--- src/rtl/add_arb_pkg.sv ---
// rtl/add_arb_pkg.sv - shared types and helpers for the add arbiter
package add_arb_pkg;

  typedef enum logic {EMPTY, FULL} add_arb_state_t;

  function automatic int id_width(input int n);
    return $clog2(n);
  endfunction

endpackage

--- src/rtl/add_arbiter_if.sv ---
// rtl/add_arbiter_if.sv - request/response bus between clients and the add arbiter
interface add_arbiter_if
  import add_arb_pkg::*;
#(
  parameter int WIDTH = 32,
  parameter int NREQ  = 4
);
  localparam int IDW = id_width(NREQ);

  logic [NREQ-1:0]       req_valid;
  logic [NREQ-1:0]       req_ready;
  logic [NREQ*WIDTH-1:0] req_in1;
  logic [NREQ*WIDTH-1:0] req_in2;
  logic                  rsp_valid;
  logic                  rsp_ready;
  logic [WIDTH-1:0]      rsp_sum;
  logic [IDW-1:0]        rsp_id;
  logic                  rsp_ovf;

  // Client side: presents operands and consumes responses
  modport master (
    output req_valid, req_in1, req_in2, rsp_ready,
    input  req_ready, rsp_valid, rsp_sum, rsp_id, rsp_ovf
  );

  // Arbiter side
  modport slave (
    input  req_valid, req_in1, req_in2, rsp_ready,
    output req_ready, rsp_valid, rsp_sum, rsp_id, rsp_ovf
  );

endinterface

--- src/rtl/add.sv ---
// rtl/add.sv - shared WIDTH-bit unsigned adder datapath
module add #(
  parameter int WIDTH = 32
) (
  input  logic [WIDTH-1:0] a,
  input  logic [WIDTH-1:0] b,
  output logic [WIDTH-1:0] sum
);

  assign sum = a + b;

endmodule

--- src/rtl/add_arbiter.sv ---
// rtl/add_arbiter.sv - round-robin arbiter sharing one adder; ADD_ARB_SAT_EN selects saturating sum
module add_arbiter
  import add_arb_pkg::*;
#(
  parameter int WIDTH = 32,
  parameter int NREQ  = 4
) (
  input  logic          clk,
  input  logic          rst_n,
  add_arbiter_if.slave  bus
);

  localparam int IDW = id_width(NREQ);

  add_arb_state_t   state;
  logic [IDW-1:0]   rr_ptr;
  logic [IDW-1:0]   grant_id;
  logic [IDW-1:0]   next_ptr;
  logic             grant_found;
  logic             slot_free;
  logic             accept;
  logic [NREQ-1:0]  ready_vec;
  logic [WIDTH-1:0] op_a;
  logic [WIDTH-1:0] op_b;
  logic [WIDTH-1:0] add_sum;
  logic [WIDTH-1:0] next_sum;
  logic             carry;
  logic [WIDTH-1:0] sum_q;
  logic [IDW-1:0]   id_q;
  logic             ovf_q;
  int               idx;

  // The slot can take a new result when empty or when it drains this cycle
  assign slot_free = (state == EMPTY) || bus.rsp_ready;

  // Round-robin search starting at rr_ptr, wrapping modulo NREQ
  always_comb begin
    grant_found = 1'b0;
    grant_id    = '0;
    idx         = 0;
    for (int k = 0; k < NREQ; k++) begin
      idx = int'(rr_ptr) + k;
      if (idx >= NREQ) idx = idx - NREQ;
      if (!grant_found && bus.req_valid[IDW'(idx)]) begin
        grant_found = 1'b1;
        grant_id    = IDW'(idx);
      end
    end
  end

  assign accept   = slot_free && grant_found;
  assign next_ptr = (grant_id == IDW'(NREQ - 1)) ? '0 : grant_id + 1'b1;

  // One-hot ready for the granted requester; forced low while in reset
  always_comb begin
    ready_vec = '0;
    if (accept) ready_vec[grant_id] = 1'b1;
  end

  assign bus.req_ready = rst_n ? ready_vec : '0;

  assign op_a = bus.req_in1[grant_id*WIDTH +: WIDTH];
  assign op_b = bus.req_in2[grant_id*WIDTH +: WIDTH];

  add #(.WIDTH(WIDTH)) u_add (
    .a   (op_a),
    .b   (op_b),
    .sum (add_sum)
  );

  // Carry taken from a zero-extended WIDTH+1 bit sum
  assign carry = 1'(({1'b0, op_a} + {1'b0, op_b}) >> WIDTH);

`ifdef ADD_ARB_SAT_EN
  assign next_sum = carry ? {WIDTH{1'b1}} : add_sum;
`else
  assign next_sum = add_sum;
`endif

  // Response slot FSM: EMPTY/FULL with registered result, id and overflow
  always_ff @(posedge clk or negedge rst_n) begin
    if (!rst_n) begin
      state  <= EMPTY;
      rr_ptr <= '0;
      sum_q  <= '0;
      id_q   <= '0;
      ovf_q  <= 1'b0;
    end else begin
      case (state)
        EMPTY: begin
          if (accept) begin
            state  <= FULL;
            sum_q  <= next_sum;
            id_q   <= grant_id;
            ovf_q  <= carry;
            rr_ptr <= next_ptr;
          end
        end
        FULL: begin
          if (accept) begin
            sum_q  <= next_sum;
            id_q   <= grant_id;
            ovf_q  <= carry;
            rr_ptr <= next_ptr;
          end else if (bus.rsp_ready) begin
            state <= EMPTY;
          end
        end
        default: state <= EMPTY;
      endcase
    end
  end

  assign bus.rsp_valid = (state == FULL);
  assign bus.rsp_sum   = sum_q;
  assign bus.rsp_id    = id_q;
  assign bus.rsp_ovf   = ovf_q;

endmodule

--- src/flat_wrapper.sv ---
// flat-port wrapper written by rule: the top's interface ports become plain ports
module add_arbiter_flat import add_arb_pkg::*;
#(
  parameter int WIDTH = 32,
  parameter int NREQ  = 4
)
  (clk, rst_n, bus_req_valid, bus_req_in1, bus_req_in2, bus_rsp_ready, bus_req_ready, bus_rsp_valid, bus_rsp_sum, bus_rsp_id, bus_rsp_ovf);
  add_arbiter_if #(.WIDTH(WIDTH), .NREQ(NREQ)) bus_i ();
  input  logic clk;
  input  logic rst_n;
  input wire logic [$bits(bus_i.req_valid)-1:0] bus_req_valid;
  input wire logic [$bits(bus_i.req_in1)-1:0] bus_req_in1;
  input wire logic [$bits(bus_i.req_in2)-1:0] bus_req_in2;
  input wire logic [$bits(bus_i.rsp_ready)-1:0] bus_rsp_ready;
  output wire logic [$bits(bus_i.req_ready)-1:0] bus_req_ready;
  output wire logic [$bits(bus_i.rsp_valid)-1:0] bus_rsp_valid;
  output wire logic [$bits(bus_i.rsp_sum)-1:0] bus_rsp_sum;
  output wire logic [$bits(bus_i.rsp_id)-1:0] bus_rsp_id;
  output wire logic [$bits(bus_i.rsp_ovf)-1:0] bus_rsp_ovf;
  assign bus_i.req_valid = bus_req_valid;
  assign bus_i.req_in1 = bus_req_in1;
  assign bus_i.req_in2 = bus_req_in2;
  assign bus_i.rsp_ready = bus_rsp_ready;
  assign bus_req_ready = bus_i.req_ready;
  assign bus_rsp_valid = bus_i.rsp_valid;
  assign bus_rsp_sum = bus_i.rsp_sum;
  assign bus_rsp_id = bus_i.rsp_id;
  assign bus_rsp_ovf = bus_i.rsp_ovf;
  add_arbiter #(.WIDTH(WIDTH), .NREQ(NREQ)) u_core (.clk(clk), .rst_n(rst_n), .bus(bus_i));
endmodule
--- config.mk ---
export PLATFORM = sky130hd
export DESIGN_NAME = add_arbiter_flat
export DESIGN_NICKNAME = d
export VERILOG_FILES = /design/src/rtl/add_arb_pkg.sv /design/src/rtl/add_arbiter_if.sv /design/src/rtl/add.sv /design/src/rtl/add_arbiter.sv /design/src/flat_wrapper.sv
export SDC_FILE = /design/constraint.sdc
export NUM_CORES = 1
export LEC_CHECK = 0
export ABC_CLOCK_PERIOD_IN_PS = 5220
export CAP_MARGIN = 5
export CORE_AREA = 5 5 114 116
export CTS_CLUSTER_DIAMETER = 100
export DETAILED_ROUTE_END_ITERATION = 6
export DIE_AREA = 0 0 119 121
export DONT_BUFFER_PORTS = 1
export RECOVER_POWER = 100
export SLEW_MARGIN = 10
export SYNTH_ARGS = -nofsm -noshare
export SYNTH_HDL_FRONTEND = slang
export SYNTH_SLANG_ARGS = --single-unit
--- constraint.sdc ---
create_clock -name clk -period 5.22 [get_ports clk]
set_input_delay 1.044 -clock clk [delete_from_list [all_inputs] [get_ports clk]]
set_output_delay 1.044 -clock clk [all_outputs]
set_load 0.01 [all_outputs]
==> qor.txt, run 1 <==
OUTCOME
------------------------------------------------------------------------------------
Status                                                                  finished with violations
Violations in the final reports                                         max-capacitance violations, max-slew violations

STA
------------------------------------------------------------------------------------
Unrepaired setup endpoints after global routing                                false
Setup TNS                                                                       0 ps
Ratio of final minimum period to clock period                                  0.924
Maximum operating frequency                                                  207 MHz
Final-report hold violation count                                                  0
Worst slew pin tran                                                          1600 ps
Headroom to the max-slew limit                                               -0.0674
# setup viols final                                                                0
Final Max Slew Viols                                                              46
Final critical path time including I/O delays and setup                      4820 ps
Post-route clock skew                                                        4.57 ps

SYNTHESIS
------------------------------------------------------------------------------------
Number of enable flip-flop cells after synthesis                                   0
Simple-gate share of the synthesized area                                      0.389
Count of distinct cell types in the synthesized netlist                           56
Synth Area per Inst                                                       6.36 sq um
Cell area after synthesis                                                 5160 sq um
Share of synthesized area occupied by flip-flops and latches                   0.184
Cell count after synthesis                                                       811
Multiplexer share of the synthesized area                                          0
Fraction of the mapped netlist area in adder cells                            0.0912
Yosys synthesis warning count                                                      0
Commonest register cell after synthesis                                      dfrtp_1
Ys async rst share                                                              1.00
Compound-cell area share of the yosys netlist                                  0.257
Post-Synthesis Net Count                                                        1111
Post-Synth XOR/XNOR Area                                                      0.0289
Synth Register Bits                                                               38
Main combinational cell family by area after synthesis                  simple AND/OR/NAND/NOR gates

WORST SETUP PATH
------------------------------------------------------------------------------------
Slowest CP cell                                                             clkbuf_1
Highest net fanout along the worst path                                           19
Start point of the critical path                                        bus_req_valid[0]
Slowest Stage Delay on Critical Path                                          740 ps
CP Depth                                                                          14
Worst EP required                                                            5350 ps
Source of the worst register-to-register timing path                    u_core.rr_ptr[1]$_DFFE_PN0P_
Startpoint types                                                          input port
FF-to-FF End                                                            u_core.bus.rsp_sum[29]$_DFFE_PN0P_
Critical Path, Cell by Cell                                             nor2b_1 > nor2_1 > o22ai_1 > clkbuf_1 > and3_1 > a31oi_1 > ha_1 > a21o_1 > a21o_1 > a21oi_1 > nand2_1 > or2_1 > a2111oi_0 > o31ai_1
Worst setup path end                                                    u_core.bus.rsp_sum[29]$_DFFE_PN0P_
Critical Path AT                                                             4950 ps
Count of buffering cells on the critical path with inverters included              1
Nature of the critical path endpoint                                        register
Most frequent cell on the critical path                                       a21o_1
Reg2Reg Depth                                                                     15
Critical setup path kind                                                   in -> reg
Top delay family on crit path                                           compound AO/OA/AOI/OAI gates
Register-to-register setup slack                                              710 ps

GLOBAL ROUTING
------------------------------------------------------------------------------------
Via count of the first global-routing pass                                      5358
Global-route wire length before repair                                      30200 um
Antenna violations before repair                                                   0
GRT Total Usage                                                                0.264
Largest net degree at the start of global routing                                 72
Overflow left after global routing                                                 0

CELLS AND AREA
------------------------------------------------------------------------------------
Count of inserted antenna diode cells                                              0
FF+latch area                                                              951 sq um
Fill cell instance count of the final layout                                    1253
Highest-count cells in the layout ignoring fill and taps                nand2_1, and3_1, a31oi_1
Layout overhead on the synthesized area                                        4.90%
Most common cell after layout, fill and taps aside                           nand2_1
Fin area                                                                  5410 sq um
Fraction of layout cells with a size suffix above 1                           0.0385
Final layout net count                                                          1079
Area taken by multi-input logic gates                                     3950 sq um

CLOCK NETWORK
------------------------------------------------------------------------------------
Master cell of the clock root buffer                                       clkbuf_16
Clock transition at path regs                                                  60 ps
Clock buffer count from CTS                                                        5
Post-cts resize count                                                              0
Buffers inserted during post-CTS setup optimization                                0
CTS tree                                                                       built
Clock latency on the worst-skew pair                                          280 ps
Worst-case clock buffer depth                                                      2
Level count of the clock H-tree                                                    2
TritonCTS Sinks                                                                   38
Number of hold-repair buffers added at the cts stage                               0

FLOORPLAN
------------------------------------------------------------------------------------
Floorplan core area                                                      11800 sq um
Die outline area                                                         14400 sq um
Y dimension of the die                                                        121 um
Initial cell density of the core                                               0.437
Overall die width                                                             119 um
Standard-cell rows                                                                40
I/O pins                                                                         303

PLACEMENT
------------------------------------------------------------------------------------
Detailed Place HPWL                                                         16700 um
Post-detailed-placement cell area                                         5300 sq um
Number of buffers added on ports                                                   0
Final weighted congestion of routability-driven global placement               0.953

ROUTE
------------------------------------------------------------------------------------
Post-Route WL                                                               20100 um
Total DRC errors in the routed layout                                              0
Total via count in the routed design                                            5713
Via density                                                                     6.16
Number of DRC markers after the initial detailed-route iteration                 394
Detailed-routing iteration count for the pre-antenna-repair pass                   5
Routed length per placed instance                                            21.7 um
Antenna-violating nets left                                                        0

POWER AND IR DROP
------------------------------------------------------------------------------------
Power density over the cells                                             844 nW/um^2
Worst IR drop on VDD                                                      0.000316 V
Total leakage power                                                          2.58 nW

MIN PATH
------------------------------------------------------------------------------------
Tightest Hold Check Type                                                 in -> async

RUN
------------------------------------------------------------------------------------
Max-cap check violation count                                                      1

synth_stat cells, types with 2 or more instances:
| master | count | share of area |
|---|---|---|
| nor3b_1 | 3 | 0.0044 |
| nor4b_1 | 2 | 0.0034 |
| ha_1 | 36 | 0.087 |
| a31o_2 | 2 | 0.0034 |
| a31oi_1 | 64 | 0.078 |
| buf_1 | 8 | 0.0058 |
| nor3_1 | 2 | 0.0019 |
| nand3b_1 | 2 | 0.0029 |
| a21oi_4 | 2 | 0.0063 |
| o31ai_1 | 9 | 0.013 |
| inv_1 | 10 | 0.0073 |
| buf_2 | 11 | 0.011 |
| o21ai_1 | 5 | 0.0048 |
| dfrtp_1 | 38 | 0.18 |
| o2111a_1 | 3 | 0.0065 |
| o21ai_0 | 30 | 0.029 |
| a221o_1 | 4 | 0.0078 |
| and2_1 | 6 | 0.0073 |
| xnor2_1 | 5 | 0.0085 |
| o21bai_1 | 2 | 0.0029 |
| a211oi_1 | 5 | 0.0073 |
| nor2_1 | 21 | 0.015 |
| nand4_1 | 6 | 0.0073 |
| nand2_1 | 317 | 0.23 |
| nand3_1 | 11 | 0.011 |
| o22ai_1 | 2 | 0.0024 |
| nand2b_1 | 4 | 0.0048 |
| o21a_1 | 3 | 0.0044 |
| xor2_1 | 12 | 0.020 |
| a21o_1 | 20 | 0.029 |
| and3_1 | 68 | 0.082 |
| o211ai_1 | 3 | 0.0044 |
| a21boi_0 | 4 | 0.0058 |
| a21oi_1 | 33 | 0.032 |
| nor2b_1 | 4 | 0.0048 |
| clkbuf_1 | 34 | 0.025 |
how the worst min path moves through the flow:
stage / to / slack, ps / cells after the start
after floorplan: u_core.bus.rsp_sum[0]$_DFFE_PN0P_ / 510 / 2
after global placement: u_core.bus.rsp_sum[7]$_DFFE_PN0P_ / 540 / 2
after detailed placement: u_core.bus.rsp_sum[0]$_DFFE_PN0P_ / 540 / 2
after CTS: u_core.bus.rsp_sum[3]$_DFFE_PN0P_ / 450 / 0
after global routing: u_core.bus.rsp_id[1]$_DFFE_PN0P_ / 440 / 0
final: u_core.rr_ptr[1]$_DFFE_PN0P_ / 450 / 0
worst register-to-register path, delay by kind of cell (launching register included):
| family | cells | cell delay (ps) |
|---|---|---|
| compound gates | 8 | 1900 |
| simple gates | 5 | 860 |
| buf+inv | 1 | 740 |
| flops | 1 | 450 |
| fa+ha+maj | 1 | 420 |
kinds of logic (layout without fill, tap and decap cells):
group                      count (synthesis)  after routing
AOI/OAI and AO/OA                        201            201
xor gates and xnor gates                  17             17
adders and majority gates                 37             37
buffers and inverters                     64             33
DFF                                       38             38
and+or+nand+nor                          454            454
power breakdown:
group | leakage, nW | switching, W | internal, W
sequential | 0.457 | 0.000185 | 0.000452
combinational | 2.05 | 0.00224 | 0.00139
clock | 0.0729 | 0.000115 | 0.000189
state kept, by name (all words and copies together), names as in the netlist:
| signal | count |
|---|---|
| u_core.bus.rsp_id | 2 |
| u_core.bus.rsp_ovf | 1 |
| u_core.bus.rsp_sum | 32 |
| u_core.bus.rsp_valid | 1 |
| u_core.rr_ptr | 2 |
cell type report:
cell class | instances | share of cell area
multi-input cells | 709 | 0.730
flip-flops and latches | 38 | 0.176
well taps | 147 | 0.0340
clock buffers | 6 | 0.0257
repair buffers | 14 | 0.0243
inverters | 11 | 0.00786
clock inverters | 2 | 0.00231
routing by layer:
metal	share of wire	vias to the layer above	track usage
met4	0.037	0	0.0992
li1	-	2773	-
met5	0	-	0
met3	0.078	39	0.0606
met2	0.45	254	0.403
met1	0.44	2647	0.363
metrics by stage:
step | util | setup WS [ps] | power, W | instances | hold slack (ps)
after floorplan | - | 687 | 0.00327 | 811 | 514
after global placement | 0.449 | 396 | 0.00424 | 919 | 537
after detailed placement | 0.449 | 387 | 0.00424 | 919 | 538
after CTS | 0.461 | 656 | 0.00457 | 927 | 446
after global routing | 0.458 | 152 | 0.00501 | 927 | 437
final | 0.458 | 397 | 0.00457 | 927 | 453
Note: power is estimated with default switching activity, not from simulation.
==> run 2: changes to the inputs <==
Settings changed: ABC_AREA set to 1, CORE_AREA 5 5 114 116 to not set, CORE_MARGIN set to 5, CORE_UTILIZATION set to 60, DIE_AREA 0 0 119 121 to not set, PLACE_DENSITY set to 0.76, REMOVE_ABC_BUFFERS set to 1.
==> run 2 against run 1 <==
Net effect:
- the flow now finishes without violations
- global-route usage rose by 0.37 points
- non-clock buffer count fell by 2
- sequential share of layout area decreased by 5.2 points
- synthesized cell count rose by 82%
- area after synthesis grew 47%
- critical endpoint is now bus_req_ready[3]
- largest cell class unchanged
==> qor.txt, run 2 <==
CELLS AND AREA
-------------------------------------------------------------------------------
Most common cell after layout, fill and taps aside                      nand2_1
Count of inserted antenna diode cells                                         0
Flip-flop count of the largest register after layout                         32
Fill cell instance count of the final layout                               1291
Finished Core Util                                                        0.614
Highest-count cells in the layout ignoring fill and taps           nand2_1, inv_1, nand3_1
Layout overhead on the synthesized area                                   1.37%
Final layout net count                                                     1713
Fraction of layout cells with a size suffix above 1                      0.0184

SYNTHESIS
-------------------------------------------------------------------------------
Leading cell types by count after synthesis                        nand2_1, inv_1, nand3_1, nand4_1, nor2_1
Yosys synthesis warning count                                                 0
Ys async rst share                                                         1.00
Commonest register cell after synthesis                                 dfrtp_1
Top cell type's share of synthesized area                                 0.247
Most instantiated library cell after synthesis                          nand2_1
Synth Area per Inst                                                  5.14 sq um
Top post-synthesis cells by area                                   nand2_1, inv_1, dfrtp_1, nand3_1, nand4_1
Synth Register Bits                                                          38
Cell taking the most area after synthesis                               nand2_1
Cell count after synthesis                                                 1474
Count of distinct cell types in the synthesized netlist                      31
Number of enable flip-flop cells after synthesis                              0
Share of synthesized area occupied by flip-flops and latches              0.125
Cell area after synthesis                                            7580 sq um

STA
-------------------------------------------------------------------------------
Maximum operating frequency                                             217 MHz
Final Max Slew Viols                                                          0
Ratio of final minimum period to clock period                             0.883
Worst slew pin tran                                                      900 ps
Unrepaired setup endpoints after global routing                           false
Headroom to the max-slew limit                                            0.399
Final-report hold violation count                                             0
Final critical path time including I/O delays and setup                 4610 ps
Post-route clock skew                                                   3.37 ps
# setup viols final                                                           0

WORST SETUP PATH
-------------------------------------------------------------------------------
Start point of the critical path                                   bus_req_valid[1]
Startpoint types                                                     input port
Worst setup path end                                               bus_req_ready[3]
Register-to-register setup slack                                        1010 ps
Source of the worst register-to-register timing path               u_core.rr_ptr[0]$_DFFE_PN0P_
Critical setup path kind                                              in -> out
Highest net fanout along the worst path                                      44
Critical Path AT                                                        3560 ps
Reg2Reg Depth                                                                24
FF-to-FF End                                                       u_core.bus.rsp_sum[27]$_DFFE_PN0P_
Nature of the critical path endpoint                                 output pin
Worst EP required                                                       4180 ps

ROUTE
-------------------------------------------------------------------------------
Post-Route WL                                                          21500 um
Total via count in the routed design                                       8521
Total DRC errors in the routed layout                                         0
Via density                                                                5.37
Detailed-routing iteration count for the pre-antenna-repair pass              5
Number of DRC markers after the initial detailed-route iteration            515
Routed length per placed instance                                       13.5 um
Antenna-violating nets left                                                   0

CLOCK NETWORK
-------------------------------------------------------------------------------
TritonCTS Sinks                                                              38
Master cell of the clock root buffer                                  clkbuf_16
Clock latency on the worst-skew pair                                     280 ps
Worst-case clock buffer depth                                                 2
Clock transition at path regs                                             60 ps
Level count of the clock H-tree                                               2
CTS tree                                                                  built
Clock buffer count from CTS                                                   5
Number of hold-repair buffers added at the cts stage                          0
Buffers inserted during post-CTS setup optimization                           0
Post-cts resize count                                                         0

GLOBAL ROUTING
-------------------------------------------------------------------------------
Largest net degree at the start of global routing                           134
GRT Total Usage                                                           0.268
Overflow left after global routing                                            0
Global-route wire length before repair                                 33900 um
Via count of the first global-routing pass                                 7442
Antenna violations before repair                                              0

PLACEMENT
-------------------------------------------------------------------------------
Detailed Place HPWL                                                    16700 um
Number of buffers added on ports                                              0
Final weighted congestion of routability-driven global placement          0.975

FLOORPLAN
-------------------------------------------------------------------------------
Overall die width                                                        122 um
Initial cell density of the core                                          0.606
I/O pins                                                                    303
Standard-cell rows                                                           41
Floorplan core area                                                 12500 sq um
Die outline area                                                    15000 sq um
Y dimension of the die                                                   122 um

RUN
-------------------------------------------------------------------------------
Max-cap check violation count                                                 0

OUTCOME
-------------------------------------------------------------------------------
Status                                                                completed

MIN PATH
-------------------------------------------------------------------------------
Tightest Hold Check Type                                            in -> async

run 2: cell count changes in the layout (fill, tap and decap cells not counted), sizes merged, moves of 20 or more:
cell / delta
a31oi: -64
nand3: +169
nor2: +31
nand4: +128
nand2: +183
inv: +359
and3: -69
a21o: -20
run 2: layout make-up:
type                            count  area (sq um)  share of cell area
Timing Repair Buffer               12           133              0.0173
Clock inverter                      2          12.5             0.00163
Multi-Input combinational cell    987          4850               0.631
Tap cell                          172           215              0.0280
Clock buffer                        6           139              0.0181
Sequential cell                    38           951               0.124
Inverter                          369          1390               0.181
run 2: cells by family after synthesis:
family / Yosys count / synth area share
DFF: 38 / 0.125
buffers and inverters: 449 / 0.237
xor gates and xnor gates: 14 / 0.0162
and+or+nand+nor: 882 / 0.521
adders and majority gates: 37 / 0.0621
AOI/OAI and AO/OA: 54 / 0.0383
run 2: stage by stage:
stage	setup TNS (ps)	worst slack, ps	instance area, sq um	hold slack (ps)	std cells
floorplan	-88260	-2440	7170	515	1394
global placement	0	969	7560	551	1578
detailed placement	0	920	7560	559	1578
CTS	0	1110	7710	451	1586
global route	0	388	7680	440	1586
finish	0	612	7680	453	1586
run 2: critical path, cell delays in order:
cell	delay, ps
inv_1	60
nand2_1	70
nand3_1	120
nand2_1	80
nor2_1	310
nand3_1	110
nand3_1	90
nand2_1	80
inv_1	660
buf_12	310
ha_1	180
inv_1	50
nor3b_1	190
clkbuf_1	220
run 2: how the worst min path moves through the flow:
stage                                             end  cells past startpoint  slack, ps                              start
floorplan           u_core.bus.rsp_sum[0]$_DFFE_PN0P_                      2        520  u_core.bus.rsp_sum[0]$_DFFE_PN0P_
global placement    u_core.bus.rsp_sum[3]$_DFFE_PN0P_                      2        550  u_core.bus.rsp_sum[3]$_DFFE_PN0P_
detailed placement  u_core.bus.rsp_sum[2]$_DFFE_PN0P_                      2        560  u_core.bus.rsp_sum[2]$_DFFE_PN0P_
CTS                  u_core.bus.rsp_id[0]$_DFFE_PN0P_                      0        450                              rst_n
global route         u_core.bus.rsp_id[0]$_DFFE_PN0P_                      0        440                              rst_n
finish               u_core.bus.rsp_id[0]$_DFFE_PN0P_                      0        450                              rst_n
run 2: layer usage:
metal / share of wire / vias to the layer above / wire length [um] / global-route usage
met5: 0 / - / 0 / 0
met4: 0.0085 / 0 / 182 / 0.0413
met3: 0.085 / 12 / 1830 / 0.0521
met2: 0.47 / 360 / 10200 / 0.466
met1: 0.43 / 3722 / 9270 / 0.351
li1: - / 4427 / - / -
Power of run 2 is left out: the tool's default activity adds up to more than one toggle a clock period on the data nets, which glitch-free logic cannot reach.
